[config.mk]
export PLATFORM = sky130hd
export DESIGN_NAME = piso_serializer
export DESIGN_NICKNAME = d
export VERILOG_FILES = /design/src/rtl/pid_ser_pkg.sv /design/src/rtl/ser_bit_tick.sv /design/src/rtl/piso_serializer.sv
export SDC_FILE = /design/constraint.sdc
export NUM_CORES = 1
export LEC_CHECK = 0
export ABC_AREA = 1
export CORE_ASPECT_RATIO = 0.6
export CORE_MARGIN = 8
export CORE_UTILIZATION = 45
export DETAILED_ROUTE_END_ITERATION = 10
export MAX_ROUTING_LAYER = met4
export PLACE_DENSITY = 0.74
export SLEW_MARGIN = 10
export SYNTH_ARGS = -nofsm -noshare
export SYNTH_HDL_FRONTEND = slang
export SYNTH_SLANG_ARGS = --single-unit
[constraint.sdc]
create_clock -name clk -period 1.2 [get_ports clk]
set_input_delay 0.24 -clock clk [delete_from_list [all_inputs] [get_ports clk]]
set_output_delay 0.24 -clock clk [all_outputs]
set_load 0.03 [all_outputs]
[src/rtl/pid_ser_pkg.sv]
// Shared types and helpers for the PID-datapath serializer.
// Frame length depends on the PISO_SERIALIZER_PARITY_EN build option.
package pid_ser_pkg;

    typedef enum logic {
        IDLE  = 1'b0,
        SHIFT = 1'b1
    } ser_state_e;

    localparam int DEF_WIDTH = 16;
    localparam int DEF_DIV   = 1;

    // Bits per frame: data bits, plus one even-parity bit when enabled.
    function automatic int frame_bits(input int width);
`ifdef PISO_SERIALIZER_PARITY_EN
        return width + 1;
`else
        return width;
`endif
    endfunction

endpackage

[src/rtl/ser_bit_tick.sv]
// Bit-period divider: one-cycle tick every DIV enabled cycles.
// Clears whenever disabled; with DIV=1 it is a plain pass-through of the enable.
module ser_bit_tick #(
    parameter int DIV = 1
) (
    input  logic clk,
    input  logic rst,
    input  logic en_i,
    output logic tick_o
);

    generate
        if (DIV == 1) begin : g_nodiv
            logic unused_clk_rst;
            assign unused_clk_rst = clk ^ rst;
            assign tick_o = en_i;
        end else begin : g_div
            localparam int CW = (DIV > 1) ? $clog2(DIV) : 1;
            localparam logic [CW-1:0] LAST = CW'(DIV - 1);

            logic [CW-1:0] cnt_q;
            logic [CW-1:0] cnt_d;

            assign tick_o = en_i && (cnt_q == LAST);

            always_comb begin
                cnt_d = '0;
                if (en_i && !tick_o) begin
                    cnt_d = cnt_q + CW'(1);
                end
            end

            always_ff @(posedge clk or posedge rst) begin
                if (rst) begin
                    cnt_q <= '0;
                end else begin
                    cnt_q <= cnt_d;
                end
            end
        end
    endgenerate

endmodule

[src/rtl/piso_serializer.sv]
// Parallel-in serial-out transmitter with valid/ready load and done pulse.
// Optional even-parity trailer bit: define PISO_SERIALIZER_PARITY_EN.
//
// Handshake: a word is taken on a rising edge where load_valid && load_ready;
// load_ready is high exactly when the FSM is IDLE (including the done cycle),
// and the requester must hold load_valid and in stable until that edge.
module piso_serializer
    import pid_ser_pkg::*;
#(
    parameter int WIDTH     = DEF_WIDTH,
    parameter int DIV       = DEF_DIV,
    parameter int MSB_FIRST = 1
) (
    input  logic             clk,
    input  logic             rst,
    input  logic [WIDTH-1:0] in,
    input  logic             load_valid,
    output logic             load_ready,
    output logic             sout,
    output logic             sframe,
    output logic             done,
    output logic             dbg_state_o
);

    localparam int FRAME = frame_bits(WIDTH);
`ifdef PISO_SERIALIZER_PARITY_EN
    localparam int BCW = $clog2(WIDTH + 2);
`else
    localparam int BCW = $clog2(WIDTH + 1);
`endif
    localparam logic [BCW-1:0] LAST_BIT = BCW'(FRAME - 1);

    ser_state_e       state_q, state_d;
    logic [WIDTH-1:0] shreg_q, shreg_d;
    logic [BCW-1:0]   bitcnt_q, bitcnt_d;
    logic             done_q, done_d;
    logic             tick;
    logic             data_bit;

    ser_bit_tick #(
        .DIV(DIV)
    ) u_tick (
        .clk   (clk),
        .rst   (rst),
        .en_i  (state_q == SHIFT),
        .tick_o(tick)
    );

`ifdef PISO_SERIALIZER_PARITY_EN
    logic parity_q, parity_d;

    always_ff @(posedge clk or posedge rst) begin
        if (rst) begin
            parity_q <= 1'b0;
        end else begin
            parity_q <= parity_d;
        end
    end

    always_comb begin
        parity_d = parity_q;
        if (state_q == IDLE && load_valid) begin
            parity_d = ^in;
        end
    end

    // The trailer slot follows the last data bit.
    always_comb begin
        if (bitcnt_q == BCW'(WIDTH)) begin
            data_bit = parity_q;
        end else begin
            data_bit = (MSB_FIRST != 0) ? shreg_q[WIDTH-1] : shreg_q[0];
        end
    end
`else
    assign data_bit = (MSB_FIRST != 0) ? shreg_q[WIDTH-1] : shreg_q[0];
`endif

    always_comb begin
        state_d  = state_q;
        shreg_d  = shreg_q;
        bitcnt_d = bitcnt_q;
        done_d   = 1'b0;
        case (state_q)
            IDLE: begin
                if (load_valid) begin
                    state_d  = SHIFT;
                    shreg_d  = in;
                    bitcnt_d = '0;
                end
            end
            SHIFT: begin
                if (tick) begin
                    if (bitcnt_q == LAST_BIT) begin
                        state_d  = IDLE;
                        done_d   = 1'b1;
                        bitcnt_d = '0;
                        shreg_d  = '0;
                    end else begin
                        bitcnt_d = bitcnt_q + BCW'(1);
                        shreg_d  = (MSB_FIRST != 0) ? {shreg_q[WIDTH-2:0], 1'b0}
                                                    : {1'b0, shreg_q[WIDTH-1:1]};
                    end
                end
            end
            default: state_d = IDLE;
        endcase
    end

    always_ff @(posedge clk or posedge rst) begin
        if (rst) begin
            state_q  <= IDLE;
            shreg_q  <= '0;
            bitcnt_q <= '0;
            done_q   <= 1'b0;
        end else begin
            state_q  <= state_d;
            shreg_q  <= shreg_d;
            bitcnt_q <= bitcnt_d;
            done_q   <= done_d;
        end
    end

    // Outputs decode straight from registers so reset clears them at once.
    assign sframe      = (state_q == SHIFT);
    assign load_ready  = (state_q == IDLE);
    assign sout        = sframe & data_bit;
    assign done        = done_q;
    assign dbg_state_o = state_q;

endmodule

Word level (Yosys, flattened, before mapping) --
Index checks and enable logic that the tools add are counted.
Word-level totals: memory bits (read-only) 0, bits in latches 0, memories 0, logic and storage cells 20, bits in writable memories 0, bits in registers 23
Operators by class: muxes and demuxes 11, shift-type cells 0, $add $sub $neg 1, magnitude comparators 0, eq/ne operators 2, bitwise operators 2, multipliers 0, div/mod/pow operators 0, reduce and logical (&&, ||, !) cells 0
Operators by type and width (count):
- two-way mux 16 bit | 2
- one-hot mux 16 bit (2 select lines) | 1
- two-way mux 5 bit | 2
- one-hot mux 5 bit (2 select lines) | 1
- adder 5 x 1 -> 5 bit, second input constant | 1
- == test 5 x 4 -> 1 bit, second input constant | 1
- two-way mux 1 bit | 4
- != test 2 bit, second input constant | 1
- one-hot mux 1 bit (2 select lines) | 1
- bitwise AND 1 bit | 1
- inverter 1 bit | 1

Depth between registers and ports, before layout --
Gate-level depths: netlist (run 1).
depth after elaboration 3, depth in mapped cells 7, depth with buffers taken out 6

Modules after synthesis --
A second synthesis (run 1) with hierarchy kept.
Unflattened totals: cells, all modules 164, area, all modules 1307.5 µm²
By module, submodules not included:
- piso_serializer | area an instance 1300.0 µm², cells an instance 163, times used 1
- ser_bit_tick | area an instance 7.5 µm², cells an instance 1, times used 1

Least setup slack after synthesis (run 1) --
Ideal clock, no wire load.
path type reg2out, from register state_q, in the netlist dbg_state_o, to output port sout, arrival 1.036 ns, buffers on the path 1, cell stages (with the launch flop) 4, setup slack -0.076 ns, required time 0.960 ns, cell sequence dfrtp_1 -> buf_4 -> nand2_1 -> inv_1
On the way: word-level cells in the longest chain between the ends 1
Ends and longest elaborated chain:
- start, declared | RTL line piso_serializer.sv:33 | ser_state_e state_q, state_d;
- start signal, assigned | RTL line piso_serializer.sv:117 | state_q <= state_d;
- bitwise AND 1 bit | RTL line piso_serializer.sv:127 | assign sout = sframe & data_bit;
- end, declared | RTL line piso_serializer.sv:19 | output logic sout,
No other way between the ends.

Final worst setup path (run 1) --
from register state_q, in the netlist dbg_state_o, to output port dbg_state_o
RTL lines:
- end, declared | RTL line piso_serializer.sv:22 | output logic dbg_state_o
No word-level cell between the ends.

==> results of run 1 <==
[worst max-delay path: cells and delay by family, from the launching register on]
kind	cells	cell delay, ns
DFF	1	0.45
buffers and inverters	2	0.34
[area by class of cell]
| type | instances | area, µm² | area share [%] |
|---|---|---|---|
| Multi-Input combinational cell | 92 | 629 | 34.5 |
| Timing Repair Buffer | 50 | 500 | 27.4 |
| Sequential cell | 23 | 577 | 31.6 |
| Inverter | 7 | 33.8 | 1.85 |
| Clock buffer | 4 | 45.0 | 2.47 |
| Tap cell | 32 | 40.0 | 2.19 |
[worst max path at each step]
stage | start | to | slack, ns | cells after the start
2_1_floorplan | bitcnt_q[0]$_DFFE_PP0P_ | shreg_q[5]$_DFFE_PP0P_ | 0.002 | 7
3_3_place_gp | load_valid | shreg_q[10]$_DFFE_PP0P_ | -0.14 | 5
3_5_place_dp | load_valid | shreg_q[10]$_DFFE_PP0P_ | -0.16 | 5
4_1_cts | dbg_state_o$_DFF_PP0_ | sout | -0.12 | 4
5_1_grt | dbg_state_o$_DFF_PP0_ | dbg_state_o | -0.14 | 2
6_report | dbg_state_o$_DFF_PP0_ | dbg_state_o | -0.11 | 2
[state kept, by name, summed over array words and instances (netlist names)]
name,flops
bitcnt_q,5
done,1
shreg_q,16
dbg_state_o,1
[kinds of logic after synthesis]
family,after synthesis,share of synthesized area [%]
AO/OA/AOI/OAI,35,17.7
flip-flops,23,47.8
AND/OR/NAND/NOR,54,25.1
buffers and inverters,15,8.42
adder cells (fa/ha/maj),1,1.04
[cells in the mapped netlist (3+ instances only)]
master    n
dfrtp_1  23
nor2_1   16
o21ai_1  14
nand2_1  13
a21oi_2  10
nand3_1  10
nand3_2   9
a21oi_1   7
inv_2     4
o21ai_0   4
buf_4     3
inv_1     3
[layer usage]
| layer | vias to the layer above | track usage (%) | part of all wire [%] |
|---|---|---|---|
| met5 | - | - | 0 |
| met2 | 50 | 18.9 | 46 |
| met4 | 0 | 3.18 | 1.5 |
| li1 | 533 | - | - |
| met1 | 546 | 18.5 | 44 |
| met3 | 8 | 4.84 | 8.4 |
[through the flow]
stage	instance area, µm²	power (mW)	TNS [ns]	setup slack (ns)
finish	1830	4.40	-0.437	-0.106
global route	1830	4.67	-1.02	-0.140
CTS	1650	3.90	-0.439	-0.120
detailed placement	1550	3.21	-2.47	-0.157
global placement	1550	3.14	-2.17	-0.141
floorplan	1200	2.61	0	0.00180
[where the power goes]
part	switching [mW]	internal, mW
clock network	0.251	0.238
registers	0.259	1.11
logic	1.28	1.26
total	1.79	2.61
[timing repair]
item	4_1_cts	5_1_grt
gates cloned	1	1
resized for setup	9	23
setup buffers	2	9
setup endpoints to repair	23	23
pin swaps	2	10
==> qor.csv, run 1 <==
stage;metric;value;unit
pwr;maximum vdd drop;0.879;mV
global_route;GRT Resource Usage Total;13.7;%
routing;iteration-0 DRC count of the detailed router;107;
setup_path;R2R depth;6;
synth;Seq/Total Area, Yosys;47.8;%
timing;Tcrit/Tclk final;109;%
timing;actual slew at the worst max-slew pin;0.218;ns
pwr;pwr dens;2410;nW/µm²
clocking;worst-skew pair later-pin latency;0.27;ns
timing;Tmin final;1.31;ns
clocking;clock buffer depth;2;
setup_path;R2R setup slack;-0.02;ns
floorplanning;Core Region;2520;µm²
layout;P&R area growth vs syn;51.7;%
layout;final core occ;72.4;%
run_status;status;complete, but fails checks;
synth;Post-synth EDFFs;0;
timing;worst relative slew slack;85.3;%
setup_path;crit path cell chain;buf_8 -> buf_4;
min_path;worst hold-check path type;in -> async;
timing;RSZ-0062 raised after global routing;true;
clocking;Hold-fix buffers, CTS;0;
layout;fillers;190;
layout;most frequent cells in the layout;dfrtp_1 (22), buf_4 (22), clkdlybuf4s50_1 (18);
timing;Hold WS;0.293;ns
floorplanning;initial core utilization;47.7;%
setup_path;crit-path max cell delay;0.45;ns
floorplanning;die area;4640;µm²
floorplanning;IO Pins;24;
placed_design;Post-DP HPWL;1.99;mm
clocking;CTS tree;built;
setup_path;R2R Path Start;bitcnt_q[1]$_DFFE_PP0P_;
routing;DR vias;1137;
setup_path;crit path launch type;register;
synth;Synth warnings;0;
setup_path;WP data arrival;1.07;ns
routing;vias per cell;5.47;
pwr;leakage power;0.836;nW
timing;fin. max-slew vios;0;
routing;Avg WL per Cell;15.6;µm
global_route;first-pass GRT wire length;4.82;mm
synth;post-synth top area cell;dfrtp_1;
routing;Pre-Repair DR Iteration Count;4;
synth;Post-synth ARST share;100;%
routing;WL final;3.25;mm
clocking;clock sinks;23;
floorplanning;row cnt;14;
synth;library cells used by synthesis;21;
setup_path;capturing point of the worst reg2reg path;bitcnt_q[3]$_DFFE_PP0P_;
placed_design;IO Port Bufs;23;
setup_path;slowest stage cell, crit path;dfrtp_2;
floorplanning;Die X-Extent;82.8;µm
synth;Syn Inst Count;128;
routing;Antenna Nets Post-Route;0;
floorplanning;Die Ht;56.1;µm
clocking;Root Driver;clkbuf_8;
layout;diode count;0;
global_route;vias in the first global route;1026;
synth;Syn Std Cell Area;1200;µm²
layout;layout cell share with drive strength beyond 1;47.2;%
placed_design;Final GP Congestion;0.812;
timing;final hold viol count;0;
placed_design;cell total after placement;191;
clocking;CTS H-tree depth;1;
routing;Post-route DRC;0;
run_status;violated checks;negative setup slack;
synth;Synth area leaders;dfrtp_1 (48%), nand3_2 (7.5%), a21oi_2 (7.3%);
timing;post-route setup slack;-0.106;ns
layout;nets;197;
layout;post-route non-filler standard cell count;208;
flow_run;Max-Cap Viols;0;
clocking;cts bufs inserted;3;
global_route;GRT overflow;0;
synth;Avg Synthesized Cell Area;9.40;µm²
setup_path;CP Class;reg -> out;
global_route;largest net degree at the start of global routing;24;
clocking;Clk pin slew, worst setup/hold paths;0.08;ns
synth;Top FF cell, synth;dfrtp_1;
setup_path;CP Capture Type;output port;
synth;FF+latch count, synth;23;
global_route;initial antenna violation count;0;
synth;syn nets;148;
setup_path;critical path data required time;0.96;ns
timing;Final Setup Violations;6;
timing;clock skew;0.00368;ns
synth;top cell type's share of synthesized area;47.8;%
setup_path;CP max FO;15;
timing;FMAX;0.766;GHz
No activity file was read; power rests on OpenSTA's default activity.
==> inputs of run 2 (changes only) <==
Settings changed: ABC_AREA 1 to unset, CORE_UTILIZATION 45 to 25, PLACE_DENSITY 0.74 to unset.
==> run 2 against run 1 <==
Effect of this change: the flow still finishes with violations (negative setup slack); highest routed layer unchanged; die area rose by 57%; clock skew fell by 0.0014 ns; wire length rose by 7.7%; critical path type unchanged.
==> qor.csv, run 2 <==
stage;metric;value;unit;change
run_status;status;complete, but fails checks;;
run_status;violated checks;negative setup slack;;
floorplanning;Core Region;4560;µm²;+81%
global_route;GRT overflow;0;;unchanged
synth;Post-synth ARST share;100;%;unchanged
routing;DR vias;1059;;-6.9%
timing;FMAX;0.752;GHz;-1.8%
setup_path;slowest stage cell, crit path;dfrtp_2;;
synth;Synth warnings;0;;unchanged
setup_path;crit-path max cell delay;0.44;ns;about the same
floorplanning;IO Pins;24;;unchanged
clocking;CTS H-tree depth;1;;unchanged
setup_path;WP depth;3;;+1
layout;sequential cell area;579;µm²;+0.43%
synth;library cells used by synthesis;25;;+19%
timing;Final Setup Violations;20;;+14
layout;fillers;442;;+130%
routing;Antenna Nets Post-Route;0;;unchanged
synth;Syn Inst Count;119;;-7.0%
synth;Post-synth EDFFs;0;;unchanged
clocking;Root Driver;clkbuf_8;;
floorplanning;die area;7270;µm²;+57%
setup_path;family with the most delay on the worst path;flip-flops;;
layout;number of flip-flops under the largest register name;16;;unchanged
timing;Tcrit/Tclk final;111;%;+2.0 points
routing;Post-route DRC;0;;unchanged
setup_path;CP Class;reg -> out;;
global_route;GRT Resource Usage Total;9.38;%;-4.3 points
synth;Syn Std Cell Area;1180;µm²;-1.6%
setup_path;most used cell, CP;buf_6;;
setup_path;crit path cell chain;buf_6 -> and2_4 -> buf_6;;
layout;commonest non-fill, non-tap cell in the layout;dfrtp_1;;
layout;P&R area growth vs syn;59.8;%;
setup_path;critical path data required time;0.96;ns;about the same
synth;most common library cells after synthesis;dfrtp_1 (23), inv_1 (17), a21oi_1 (16);;
timing;RSZ-0062 raised after global routing;true;;
setup_path;CP max FO;3;;-12
timing;final hold viol count;0;;unchanged
setup_path;crit path launch type;register;;
floorplanning;row cnt;19;;+5
clocking;clock sinks;23;;unchanged
routing;vias per cell;4.71;;-14%
setup_path;CP Capture Type;output port;;
flow_run;Max-Cap Viols;0;;unchanged
placed_design;IO Port Bufs;23;;unchanged
clocking;CTS tree;built;;
synth;syn nets;139;;-6.1%
placed_design;Post-DP HPWL;2.13;mm;+7.1%
layout;largest registers;shreg_q (16), bitcnt_q (5);;
timing;fin. max-slew vios;0;;unchanged
synth;FF+latch count, synth;23;;unchanged
setup_path;R2R depth;4;;-2
synth;Top FF cell, synth;dfrtp_1;;
global_route;largest net degree at the start of global routing;24;;unchanged
synth;top cell type's share of synthesized area;48.6;%;+0.76 points
pwr;pwr dens;2020;nW/µm²;-16%
synth;Avg Synthesized Cell Area;9.96;µm²;+5.9%
floorplanning;Die Ht;69.3;µm;+24%
timing;actual slew at the worst max-slew pin;0.284;ns;+0.0663 ns
clocking;Clk pin slew, worst setup/hold paths;0.08;ns;about the same
timing;Hold WS;0.296;ns;+0.00267 ns
floorplanning;Die X-Extent;105;µm;+27%
timing;setup TNS;-1.34;ns;-0.902 ns
synth;most common cell in the netlist;dfrtp_1;;
routing;Avg WL per Cell;15.6;µm;-0.42%
layout;largest reg by FF count;shreg_q;;
layout;layout cell share with drive strength beyond 1;38.3;%;-8.9 points
routing;Pre-Repair DR Iteration Count;4;;unchanged
layout;most frequent cells in the layout;dfrtp_1 (20), clkdlybuf4s50_1 (17), inv_1 (16);;
global_route;first-pass GRT wire length;5.26;mm;+9.1%
pwr;leakage power;0.949;nW;+14%
min_path;worst hold-check path type;in -> async;;
global_route;initial antenna violation count;0;;unchanged
layout;diode count;0;;unchanged
floorplanning;initial core utilization;26.0;%;-22 points
timing;Tmin final;1.33;ns;+0.0235 ns
pwr;maximum vdd drop;0.634;mV;-28%
timing;clock skew;0.00230;ns;-0.00138 ns
clocking;cts bufs inserted;3;;unchanged
layout;area of the multi-input gates;668;µm²;+6.2%
timing;post-route setup slack;-0.130;ns;-0.0235 ns
global_route;vias in the first global route;1050;;+2.3%
setup_path;crit path buf inv count;2;;unchanged
routing;iteration-0 DRC count of the detailed router;67;;-37%
placed_design;Final GP Congestion;0.777;;-4.2%
layout;nets;183;;-7.1%
synth;Seq/Total Area, Yosys;48.6;%;+0.76 points
pwr;total power;3.82;mW;-13%
routing;WL final;3.50;mm;+7.7%
clocking;worst-skew pair later-pin latency;0.27;ns;about the same
synth;Synth area leaders;dfrtp_1 (49%), o22a_1 (11%), a21oi_1 (6.8%);;
clocking;clock buffer depth;2;;unchanged
timing;worst relative slew slack;81.1;%;-4.3 points
setup_path;WP data arrival;1.09;ns;+0.02 ns
synth;post-synth top area cell;dfrtp_1;;
==> run 2: cell count changes after synthesis, sizes merged, moves of 4 or more <==
cell / previous run / this run
nand3: 19 / 2
and3: 0 / 15
nor2: 18 / 3
o21ai: 18 / 3
o22a: 0 / 15
nand2: 16 / 3
inv: 7 / 17
clkbuf: 0 / 4
==> run 2: logic make-up (layout without fill, tap and decap cells) <==
kind of cell | Yosys count | after routing | synth area share, %
flip-flops | 23 | 23 | 48.6
AO/OA/AOI/OAI | 36 | 36 | 20.5
buffers and inverters | 27 | 67 | 11.6
adder cells (fa/ha/maj) | 1 | 1 | 1.06
AND/OR/NAND/NOR | 30 | 33 | 16.6
multiplexers | 2 | 2 | 1.69
==> run 2: final cells by class <==
type	instances	share of cell area, %
Clock inverter	1	0.264
Inverter	17	3.50
Tap cell	63	4.16
Clock buffer	3	2.18
Sequential cell	23	30.6
Timing Repair Buffer	46	24.0
Multi-Input combinational cell	72	35.3
==> run 2: repair_timing <==
action	in CTS	in global routing
buffers inserted	2	6
gates cloned	2	1
resized for setup	18	28
pin swaps	9	10
hold endpoints to repair	0	0
endpoints found under the setup margin	22	25
hold buffers	0	0
==> run 2: stage by stage <==
step	utilization, %	instance area [µm²]	setup WS, ns	instances
2_1_floorplan	-	1200	-0.0858	119
4_1_cts	37.6	1710	-0.123	218
5_1_grt	41.5	1890	-0.163	225
3_3_place_gp	33.9	1550	-0.212	210
3_5_place_dp	33.9	1550	-0.246	210
6_report	41.5	1890	-0.130	225
==> run 2: worst register-to-register path, stage by stage (launching register included) <==
cell and delay [ns]:
dfrtp_1 0.40, ha_4 0.25, nand4b_4 0.18, and3_4 0.22
o22a_1 0.15
==> run 2: metal layers <==
layer | vias to the layer above | track usage [%] | share of wire [%]
met2 | 24 | 13.4 | 47
met3 | 5 | 3.71 | 4.5
li1 | 513 | - | -
met4 | 0 | 3.46 | 1.2
met5 | - | - | 0
met1 | 517 | 11.7 | 47
==> run 2: path summary, 6_finish.rpt <==
check,start,end,slack [ns]
max,dbg_state_o$_DFF_PP0_,sout,-0.13
min,rst,bitcnt_q[2]$_DFFE_PP0P_,0.30
max reg2reg,bitcnt_q[0]$_DFFE_PP0P_,shreg_q[8]$_DFFE_PP0P_,-0.10
min reg2reg,shreg_q[15]$_DFFE_PP0P_,shreg_q[15]$_DFFE_PP0P_,0.51
max in group asynchronous,rst,bitcnt_q[3]$_DFFE_PP0P_,0.74
min in group clk,load_valid,shreg_q[14]$_DFFE_PP0P_,0.51
==> run 2: report_power, final <==
| group | leakage (nW) | internal (mW) | total [mW] | switching [mW] |
|---|---|---|---|---|
| logic | 0.629 | 1.16 | 1.99 | 0.826 |
| registers | 0.294 | 1.06 | 1.34 | 0.277 |
| clock network | 0.0255 | 0.233 | 0.501 | 0.269 |
| total | 0.949 | 2.45 | 3.82 | 1.37 |
==> edit 1, RTL diff (flow settings as in run 1) <==
Change the package constant `DEF_WIDTH` from 16 to 64.
--- a/src/rtl/pid_ser_pkg.sv
+++ b/src/rtl/pid_ser_pkg.sv
@@ -9,3 +9,3 @@
 
-    localparam int DEF_WIDTH = 16;
+    localparam int DEF_WIDTH = 64;
     localparam int DEF_DIV   = 1;
Ports: changed (resized in); port bits go from 24 to 72. The function was not compared with the original's and may differ.
==> edit 1 against run 1 <==
The run still ends with negative setup slack left. Power grew to 2.7 times the old value. Core utilization is 2.8 points lower. Global-route usage grew 7.1 points. Cell area grew to 3.3 times the old value. Synthesized area grew to 3.3 times the old value. Wire length grew to 3.8 times the old value. Clock power rose to 6.0 times the old value. Setup slack got worse by 150 ps. Sequential cell count up 50. Hold slack gained 32 ps. Critical path type is now register to register. Critical endpoint is now shreg_q[60]. Highest routed layer unchanged.
==> edit 1: results (changes against run 1) <==
[status]
status = finished with violations
violations = negative setup slack

[logic_synthesis]
synth_compound_area_frac = 0.2136  ; +0.03693
syn_avg_cell_area_um2 = 9.728  ; +3.4%
synth.area.top_cells = dfrtp_1 45%, nand3_2 12%, a21oi_2 11%, o21ai_0 8.3%, nor2_1 6.4%
ys_seq_elements = 73  ; +220%
synthXorXnorAreaFrac = 0.004360  ; +0.004360

[drt]
wl_met3_um = 715  ; +160%
wl_met2_um = 5982  ; +300%
post_drt_wl_per_cell_um = 19.73  ; +26%

[placement]
io_buffers = 71  ; +210%
gp_congestion = 0.7715  ; -5.0%
hpwl_um = 7357  ; +270%

[grt]
grt_use_met1 = 0.2667  ; +0.08148
first_global_vias = 3615  ; +250%

[clock_tree]
cts_buffers = 9  ; +6
clock_latency_ps = 340  ; +70 ps

[power]
switching_power_mw = 4.032  ; +130%
clockPowerShare = 0.248  ; +0.137

[final_layout]
multi_input_gates = 295  ; +220%
clkbuf_count = 10  ; +6
drive_above_1_share = 0.4423  ; -0.02928
largestRegisters = shreg_q x64, bitcnt_q x7
inverters = 8  ; +1

[setup_path]
path_max_fanout = 12  ; -3
critPathSlowestCell = dfrtp_4
rr_startpoint = dbg_state_o
arrival_ps = 1670  ; +600 ps

[timing]
fin_hold_ws_ps = 325.2  ; +31.84 ps
setup_viol = 70  ; +64
maxSlewHeadroom = 0.7422  ; -0.1109
timing.final.ws_setup_ps = -251.5  ; -145.5 ps

edit 1: cell count changes after synthesis, moves of 7 or more:
| cell | run 1 | this run |
|---|---|---|
| o21ai_1 | 14 | 0 |
| buf_4 | 3 | 10 |
| o21ai_0 | 4 | 67 |
| nor2_1 | 16 | 69 |
| nand3_2 | 9 | 50 |
| clkbuf_1 | 0 | 11 |
| nand3_1 | 10 | 19 |
| a21oi_1 | 7 | 14 |
| dfrtp_1 | 23 | 73 |
| a21oi_2 | 10 | 50 |
edit 1: worst max path at each step:
stage,slack [ps],from,end
finish,-250,dbg_state_o,shreg_q[60]
global route,-290,dbg_state_o,shreg_q[60]
CTS,-250,dbg_state_o,sout
detailed placement,-360,load_valid,shreg_q[26]
global placement,-340,load_valid,shreg_q[26]
floorplan,-150,bitcnt_q[0],shreg_q[20]
==> edit 2, RTL diff (config.mk and constraints of run 1) <==
Made on the original files. `shreg_q` no longer has a reset.
--- a/src/rtl/piso_serializer.sv
+++ b/src/rtl/piso_serializer.sv
@@ -112,3 +112,2 @@
             state_q  <= IDLE;
-            shreg_q  <= '0;
             bitcnt_q <= '0;
@@ -117,3 +116,2 @@
             state_q  <= state_d;
-            shreg_q  <= shreg_d;
             bitcnt_q <= bitcnt_d;
@@ -121,2 +119,6 @@
         end
+    end
+
+    always_ff @(posedge clk) begin
+        shreg_q <= shreg_d;
     end
Behaviour: same outputs for any inputs over 10 cycles, from zero or initial values and one cycle with rst high; that may be too few to reach the edited logic, so the function may still have changed.
==> edit 2 against run 1 <==
The run still ends with negative setup slack left. Sequential cell count did not move. Cell area fell by 16%. Wire length fell by 21%. Sequential power rose by 7%. Setup slack got worse by 31 ps. Synthesized area fell by 15%. Power fell by 19%. Die area fell by 12%. Largest cell class is now registers. Largest power group unchanged.
==> edit 2: results (changes against run 1) <==
[power]
ir_worst_vdd_mv = 1.266  ; +44%
p_seq_mw = 1.46  ; +7%
internal_power_mw = 2.290  ; -12%
leakage_nw = 0.7225  ; -14%
clockPowerShare = 0.128  ; +0.017
clk-power_mw = 0.458  ; -6.3%

[logic_synthesis]
syn-num-nets = 126  ; -15%
synthXorXnorAreaFrac = 0.008589  ; +0.008589
ys_seq_area_frac = 0.6429  ; +0.1648
synth-edff-count = 16  ; +16
syn_avg_cell_area_um2 = 9.620  ; +2.3%
async_reset_ff_frac = 0.3043  ; -0.6957
synth_compound_area_frac = 0.01472  ; -0.1620
synth.area.top_cells = edfxtp_1 47%, nand2_1 21%, dfrtp_1 17%, inv_1 2.2%, nor2_1 1.5%
synth-main-ff-cell = edfxtp_1
synth.distinct_cells = 18  ; -14%
synth_adder_area_share = 0.01227  ; +0.001875

[timing]
fin_hold_ws_ps = 205.8  ; -87.51 ps
setup-tns-final_ps = -1888  ; -1451 ps
final.setup_skew_ps = 8.927  ; +5.248 ps
setup_viol = 19  ; +13
worst_pin_slew_ps = 274.8  ; +56.92 ps
timing.final.ws_setup_ps = -137.3  ; -31.29 ps

[grt]
first_global_vias = 823  ; -20%
grt_use_met1 = 0.1439  ; -0.04138
grt_util_met3 = 0.03209  ; -0.01629
grt_use_met2 = 0.2156  ; +0.02684
grtUsageTotal = 0.1302  ; -0.006834
grt_pass1_wl_um = 3946  ; -18%
grt_max_degree = 18  ; -25%

[placement]
hpwl_um = 1687  ; -15%
dp_slack_ps = -204.4  ; -47.22 ps
gp_congestion = 0.8247  ; +1.6%

[final_layout]
syn2layout_area_growth_pct = 50.92
nets = 167  ; -15%
fill_cells = 160  ; -16%
nonClkBufAreaFrac = 0.2480  ; -0.02619
buffers = 39  ; -22%
drive_above_1_share = 0.3082  ; -0.1634
multi_input_area_um2 = 389.1  ; -38%
final-clk-cell-share = 0.02927  ; +0.004594
seq_share = 0.4268  ; +0.1109

[drt]
drt_iter0_markers = 59  ; -45%
wl_met3_um = 99  ; -64%
post_drt_wl_per_cell_um = 14.52  ; -7.1%
met1_length_um = 1140  ; -20%
num_vias = 845  ; -26%
viasPerCell = 4.801  ; -12%

[setup_path]
slowest_delay_ps = 410  ; -40 ps
critPathSlowestCell = dfrtp_1
arrival_ps = 1350  ; +280 ps
reg2regPathDepth = 7  ; +1
path_max_fanout = 8  ; -7
crit_path_end = shreg_q[6]
cp-startpoint = bitcnt_q[1]

[status]
status = finished with violations
violations = negative setup slack

## edit 2: changes by cell type after synthesis, moves of 2 or more
cell / change
buf_4: -2
nand3_2: -9
o21ai_1: -14
edfxtp_1: +16
inv_1: +3
nand3_1: -8
nand2_1: +43
a21oi_2: -10
o21ai_0: -2
inv_2: -3
dfrtp_1: -16
nand2_4: -2
a21oi_1: -6
nor2_1: -12
## edit 2: kinds of logic (layout without fill, tap and decap cells)
| logic type | Yosys count | count (layout) |
|---|---|---|
| DFF | 23 | 23 |
| and+or+nand+nor | 68 | 68 |
| xor gates and xnor gates | 1 | 1 |
| buffers and inverters | 10 | 50 |
| AOI/OAI and AO/OA | 3 | 3 |
| adders and majority gates | 1 | 1 |
## edit 2: repair_timing
item | 4_1_cts | 5_1_grt
gates resized for setup | 15 | 8
setup endpoints to repair | 20 | 24
hold endpoints to repair | 0 | 0
pin swaps | 8 | 8
hold buffers | 0 | 0
buffers inserted | 5 | 2
